--- src/rtl/screen_pkg.sv ---
// Shared types and widths for the Hack screen RAM arbiter.
//   SCREEN_ADDR_W / SCREEN_DATA_W : screen RAM geometry (8K x 16)
//   STREAK_W                      : width of the video-streak counter
//   STATS_W                       : width of the CPU wait statistic
//   owner_t                       : owner of the RAM port in a given cycle
package screen_pkg;

    localparam int unsigned SCREEN_ADDR_W = 13;
    localparam int unsigned SCREEN_DATA_W = 16;
    localparam int unsigned STREAK_W      = 4;
    localparam int unsigned STATS_W       = 16;

    typedef enum logic [1:0] {
        OWN_NONE,
        OWN_CPU,
        OWN_VID
    } owner_t;

endpackage

--- src/rtl/screen_arb_starve.sv ---
// Starvation guard: counts consecutive video grants taken while the CPU was
// eligible, and forces the CPU in once the count reaches STARVE_MAX.
//   clk, reset_n  : clock, async active-low reset
//   cpu_req_i     : CPU request level
//   cpu_elig_i    : CPU eligible this cycle (request and not outstanding)
//   cpu_gnt_i     : CPU granted this cycle
//   vid_gnt_i     : video granted this cycle
//   force_cpu_c   : combinational, streak has reached STARVE_MAX
module screen_arb_starve
    import screen_pkg::*;
#(
    parameter int unsigned STARVE_MAX = 4
) (
    input  logic clk,
    input  logic reset_n,
    input  logic cpu_req_i,
    input  logic cpu_elig_i,
    input  logic cpu_gnt_i,
    input  logic vid_gnt_i,
    output logic force_cpu_c
);

    localparam logic [STREAK_W-1:0] STREAK_MAX = STREAK_W'(STARVE_MAX);

    logic [STREAK_W-1:0] streak_q;
    logic [STREAK_W-1:0] streak_d;

    // Streak next-state: clear on CPU service or request drop, saturate at max.
    always_comb begin
        streak_d = streak_q;
        if (cpu_gnt_i || !cpu_req_i) begin
            streak_d = '0;
        end else if (vid_gnt_i && cpu_elig_i && (streak_q < STREAK_MAX)) begin
            streak_d = streak_q + STREAK_W'(1);
        end
    end

    always_ff @(posedge clk or negedge reset_n) begin
        if (!reset_n) begin
            streak_q <= '0;
        end else begin
            streak_q <= streak_d;
        end
    end

    assign force_cpu_c = (streak_q == STREAK_MAX);

endmodule

--- src/rtl/screen_arbiter.sv ---
// Single-port arbiter sharing the Hack screen RAM between the CPU data port
// and the video fetcher. Video has fixed priority, bounded by a starvation
// guard. Grant drives ram_* combinationally; ack pulses the following cycle.
// Optional feature: define SCREEN_ARB_STATS_EN to enable the CPU wait counter.
//   clk, reset_n                           : clock, async active-low reset
//   cpu_req/we/addr/wdata, cpu_ack/rdata   : CPU req/ack port
//   vid_req/addr, vid_ack/rdata            : video read port
//   ram_addr/we/wdata, ram_rdata           : RAM port (1-cycle read latency)
//   stats_cpu_wait                         : CPU stall cycles (0 if disabled)
module screen_arbiter
    import screen_pkg::*;
#(
    parameter int unsigned ADDR_W     = SCREEN_ADDR_W,
    parameter int unsigned DATA_W     = SCREEN_DATA_W,
    parameter int unsigned STARVE_MAX = 4
) (
    input  logic               clk,
    input  logic               reset_n,
    input  logic               cpu_req,
    input  logic               cpu_we,
    input  logic [ADDR_W-1:0]  cpu_addr,
    input  logic [DATA_W-1:0]  cpu_wdata,
    output logic               cpu_ack,
    output logic [DATA_W-1:0]  cpu_rdata,
    input  logic               vid_req,
    input  logic [ADDR_W-1:0]  vid_addr,
    output logic               vid_ack,
    output logic [DATA_W-1:0]  vid_rdata,
    output logic [ADDR_W-1:0]  ram_addr,
    output logic               ram_we,
    output logic [DATA_W-1:0]  ram_wdata,
    input  logic [DATA_W-1:0]  ram_rdata,
    output logic [STATS_W-1:0] stats_cpu_wait
);

    owner_t              own_q;
    owner_t              own_d;
    logic                active_q;
    logic                cpu_rd_q;
    logic [ADDR_W-1:0]   ram_addr_q;
    logic [DATA_W-1:0]   ram_wdata_q;
    logic [DATA_W-1:0]   cpu_rdata_q;
    logic [DATA_W-1:0]   vid_rdata_q;
    logic                cpu_elig;
    logic                vid_elig;
    logic                cpu_gnt;
    logic                vid_gnt;
    logic                force_cpu;

    // A side granted last cycle is in its ack cycle and may not be re-granted.
    assign cpu_elig = cpu_req && (own_q != OWN_CPU);
    assign vid_elig = vid_req && (own_q != OWN_VID);

    screen_arb_starve #(
        .STARVE_MAX (STARVE_MAX)
    ) u_starve (
        .clk         (clk),
        .reset_n     (reset_n),
        .cpu_req_i   (cpu_req),
        .cpu_elig_i  (cpu_elig),
        .cpu_gnt_i   (cpu_gnt),
        .vid_gnt_i   (vid_gnt),
        .force_cpu_c (force_cpu)
    );

    // State register: grant owner plus response bookkeeping.
    // active_q holds off grants until the first edge after reset release.
    always_ff @(posedge clk or negedge reset_n) begin
        if (!reset_n) begin
            own_q       <= OWN_NONE;
            active_q    <= 1'b0;
            cpu_rd_q    <= 1'b0;
            ram_addr_q  <= '0;
            ram_wdata_q <= '0;
            cpu_rdata_q <= '0;
            vid_rdata_q <= '0;
        end else begin
            own_q       <= own_d;
            active_q    <= 1'b1;
            cpu_rd_q    <= cpu_gnt && !cpu_we;
            ram_addr_q  <= ram_addr;
            ram_wdata_q <= ram_wdata;
            cpu_rdata_q <= cpu_rdata;
            vid_rdata_q <= vid_rdata;
        end
    end

    // Next-state: video first unless the starvation guard forces the CPU.
    always_comb begin
        own_d = OWN_NONE;
        if (active_q) begin
            if (vid_elig && !(cpu_elig && force_cpu)) begin
                own_d = OWN_VID;
            end else if (cpu_elig) begin
                own_d = OWN_CPU;
            end
        end
    end

    assign cpu_gnt = (own_d == OWN_CPU);
    assign vid_gnt = (own_d == OWN_VID);

    // Output decode: RAM port follows the grant; address/wdata hold when idle.
    always_comb begin
        ram_addr  = ram_addr_q;
        ram_we    = 1'b0;
        ram_wdata = ram_wdata_q;
        unique case (own_d)
            OWN_CPU: begin
                ram_addr  = cpu_addr;
                ram_we    = cpu_we;
                ram_wdata = cpu_wdata;
            end
            OWN_VID: begin
                ram_addr  = vid_addr;
            end
            default: begin
            end
        endcase
    end

    // Responses: RAM data arrives in the ack cycle, so pass it through then.
    assign cpu_ack   = (own_q == OWN_CPU);
    assign vid_ack   = (own_q == OWN_VID);
    assign cpu_rdata = cpu_rd_q ? ram_rdata : cpu_rdata_q;
    assign vid_rdata = vid_ack ? ram_rdata : vid_rdata_q;

`ifdef SCREEN_ARB_STATS_EN
    logic [STATS_W-1:0] stats_q;

    // Count CPU cycles spent requesting but neither granted nor acked.
    always_ff @(posedge clk or negedge reset_n) begin
        if (!reset_n) begin
            stats_q <= '0;
        end else if (active_q && cpu_req && !cpu_gnt && !cpu_ack && (stats_q != '1)) begin
            stats_q <= stats_q + STATS_W'(1);
        end
    end

    assign stats_cpu_wait = stats_q;
`else
    assign stats_cpu_wait = '0;
`endif

endmodule
--- config.mk ---
export PLATFORM = sky130hd
export DESIGN_NAME = screen_arbiter
export DESIGN_NICKNAME = d
export VERILOG_FILES = /design/src/rtl/screen_pkg.sv /design/src/rtl/screen_arb_starve.sv /design/src/rtl/screen_arbiter.sv
export SDC_FILE = /design/constraint.sdc
export NUM_CORES = 1
export LEC_CHECK = 0
export CORE_MARGIN = 3
export CORE_UTILIZATION = 42
export CTS_BUF_LIST = sky130_fd_sc_hd__clkbuf_4 sky130_fd_sc_hd__clkbuf_8
export DETAILED_ROUTE_END_ITERATION = 12
export PLACE_DENSITY_LB_ADDON = 0.2
export REMOVE_ABC_BUFFERS = 1
export SYNTH_ARGS = -nofsm -noshare
export SYNTH_HDL_FRONTEND = slang
export SYNTH_HIERARCHICAL = 1
export SYNTH_SLANG_ARGS = --single-unit
--- constraint.sdc ---
create_clock -name clk -period 2.92 [get_ports clk]
set_input_delay 0.584 -clock clk [delete_from_list [all_inputs] [get_ports clk]]
set_output_delay 0.584 -clock clk [all_outputs]
set_load 0.05 [all_outputs]
==> impl_metrics.json <==
{
  "yosysUniqueCellTypes": 33,
  "grtUsageTotal_pct": 18.9,
  "drt_iter0_drc": 55,
  "clkLatencyLatePin_ns": 0.33,
  "post-route-min-period_ns": 3.17,
  "final_antenna_net_count": 0,
  "startpoint_type": "flip-flop",
  "tightestPinTransition_ns": 0.662,
  "yosysSeqAreaShare_pct": 58.1,
  "required_ns": 2.34,
  "cp.buffers_inverters": 3,
  "core_um2": 6830,
  "final_area_um2": 5170,
  "clk_path_buf_depth": 2,
  "setup_ws_ns": -0.253,
  "gp_congestion": 0.767,
  "hold_viol_final": 0,
  "synth_mux_area_share_pct": 20.0,
  "antenna_found_initial": 0,
  "run_status": "finished with violations",
  "tritoncts": "done",
  "clock_skew_ns": 0.0105,
  "drive_above_1_share_pct": 50.1,
  "cap_violations": 0,
  "cts_hold_buf": 0,
  "yosys_warnings": 6,
  "numPortBuffers": 126,
  "synth_top_family_by_area": "multiplexers",
  "setup_viol": 30,
  "violations": "setup timing",
  "synth-simple-area-share_pct": 6.23,
  "io_pins": 143,
  "rsz0062_at_grt": "yes",
  "grt_pass1_wl_um": 12100,
  "path_clk_slew_ns": 0.08,
  "max_stage_delay_ns": 0.35,
  "placed_cells": 442,
  "final_cells": 465,
  "p_per_area_nw_per_um2": 755,
  "wl_per_cell_um": 16.7,
  "rows": 30,
  "syn_area_um2": 2970,
  "start_util_pct": 43.5,
  "fmax_ghz": 0.315,
  "maxSlewHeadroom_pct": 55.9,
  "cp_max_fo": 8,
  "htreeDepth": 3,
  "grt_max_degree": 42,
  "firstDrtPassIters": 4,
  "peakVddDrop_uv": 498,
  "post_dp_cell_area_um2": 4580,
  "synth_fa_ha_area_share_pct": 2.02,
  "setup_tns_ns": -6.14,
  "die_w_um": 90.1,
  "cts_root_buffer": "clkbuf_8",
  "vias_per_cell": 4.81,
  "dieArea_um2": 8120,
  "drc_errors": 0,
  "grt_pass1_vias": 2423,
  "nets": 431,
  "crit_path_cell_trace": "inv_1, ha_2, and3b_2, nand2b_4, maj3_2, and3_4, ha_4, clkbuf_16, mux2_4, buf_12",
  "hold_class": "in -> async",
  "avgSynthCellArea_um2": 13.6,
  "critPathTopFamily": "adder cells",
  "place.detailed.hpwl_um": 5200,
  "area_delta_synth_final_pct": 74.1,
  "num-fill-cells": 439,
  "period_share_pct": 109,
  "syn_inst": 218,
  "cp-end-kind": "output port",
  "wl_um": 7750,
  "synth_compound_area_share_pct": 6.53,
  "slowest_stage": "dfrtp_1",
  "via_count": 2237,
  "finalMaxSlewViolations": 0,
  "utilization_pct": 75.7,
  "dp_slack_ns": -0.382,
  "fp.dieH_um": 90.1,
  "gr-total-overflow": 0,
  "antenna_cells": 0,
  "numCtsBuffers": 9,
  "arrival_ns": 2.59,
  "crit_type": "reg -> out",
  "p_leak_uw": 0.00230,
  "clkSinkCount": 69,
  "ys_seq_elements": 69,
  "synth_xor_area_share_pct": 0
}
==> cells by family after synthesis <==
kind of cell             after synthesis
flip-flops                            69
multiplexers                          50
AO/OA/AOI/OAI                         30
AND/OR/NAND/NOR                       32
buffers and inverters                 30
adder cells (fa/ha/maj)                5
other                                  2
==> cell type report <==
type / instances / area [um^2] / area share [%]
repair buffers: 146 / 1740 / 33.6
flip-flops and latches: 69 / 1730 / 33.4
multi-input cells: 134 / 1350 / 26.0
clock buffers: 10 / 138 / 2.66
well taps: 96 / 120 / 2.32
clock inverters: 6 / 86.3 / 1.67
inverters: 4 / 15.0 / 0.290
==> Yosys cell counts <==
cell | instances | share of area, %
dfrtp_1 | 69 | 58
mux2_2 | 39 | 15
buf_4 | 16 | 4.0
nand2_1 | 15 | 1.9
a22oi_1 | 13 | 3.3
o21ai_0 | 13 | 2.2
mux2_4 | 9 | 4.5
buf_2 | 5 | 0.84
ha_1 | 4 | 1.7
inv_1 | 4 | 0.51
clkbuf_1 | 3 | 0.38
nand3b_1 | 3 | 0.76
conb_1 | 2 | 0.25
mux2i_1 | 2 | 0.67
nand3_1 | 2 | 0.34
nor2b_1 | 2 | 0.42
a21o_1 | 1 | 0.25
a21o_2 | 1 | 0.29
a21oi_1 | 1 | 0.17
a32o_1 | 1 | 0.34
and2_1 | 1 | 0.21
and3_1 | 1 | 0.21
and3_2 | 1 | 0.25
and3b_1 | 1 | 0.29
and3b_2 | 1 | 0.34
and4bb_2 | 1 | 0.42
buf_12 | 1 | 0.67
buf_6 | 1 | 0.38
maj3_1 | 1 | 0.34
nand2b_1 | 1 | 0.21
nor2_1 | 1 | 0.13
nor2b_4 | 1 | 0.46
or3b_1 | 1 | 0.29
==> metal layers <==
metal,share of wire (%),global-route usage [%],up-vias
met5,0,0,-
met4,1.1,7.65,0
met3,11,9.12,7
met2,48,30.1,121
met1,39,22.0,1088
li1,-,-,1021
==> power by group <==
part           switching (uW)  internal, uW  leakage [uW]
clock                     354           503      0.000112
combinational            1080           769       0.00133
sequential               57.9          1140      0.000853
total                    1490          2410       0.00230
==> repair_timing <==
item,4_1_cts,5_1_grt
pin swaps,7,8
endpoints found under the setup margin,30,30
setup buffers,1,3
gates cloned,1,2
hold endpoints to repair,0,0
resized for setup,51,21
==> cells in the final DEF, fill, tap and decap left out, types with 3 or more instances in the layout <==
cell type         n
dfrtp_1          69
clkdlybuf4s50_1  63
buf_4            43
buf_12           34
mux2_4           25
mux2_2           23
conb_1           17
nand2_1          15
a22oi_2          11
clkbuf_8         10
o21ai_2           7
o21ai_4           6
inv_1             4
nand3b_1          3
==> final timing paths <==
kind	start	end	slack, ns	depth (start not counted)
max in group asynchronous	reset_n	cpu_rd_q	1.99	2
worst min-delay path	reset_n	vid_rdata_q[6]	0.27	1
worst min register to register	vid_rdata_q[9]	vid_rdata_q[9]	0.49	1
worst max register to register	u_starve/streak_q[0]	u_starve/streak_q[0]	0.56	10
worst max-delay path	u_starve/streak_q[0]	ram_wdata[1]	-0.25	10
min in group clk	vid_rdata_q[9]	vid_rdata_q[9]	0.49	1
==> flip-flops by register name, summed over array words and instances (netlist names) <==
name and flops:
active_q 1, cpu_rd_q 1, cpu_rdata_q 16, own_q 2
ram_addr_q 13, ram_wdata_q 16, u_starve/streak_q 4, vid_rdata_q 16
==> worst register-to-register path, stage by stage, from the launching register on <==
cell and delay [ns]:
dfrtp_1 0.35, inv_1 0.05, ha_2 0.16, and3b_2 0.20, nand2b_4 0.14, maj3_2 0.31, and3_4 0.17, ha_4 0.21
clkbuf_16 0.18, or3b_1 0.37, mux2i_1 0.15
==> per-stage QoR <==
step	total power, uW	hold WS [ns]
2_1_floorplan	2220	0.288
3_3_place_gp	2930	0.475
3_5_place_dp	2960	0.480
4_1_cts	3890	0.278
5_1_grt	4060	0.308
6_report	3900	0.273
(Power assumes the default switching activity.)
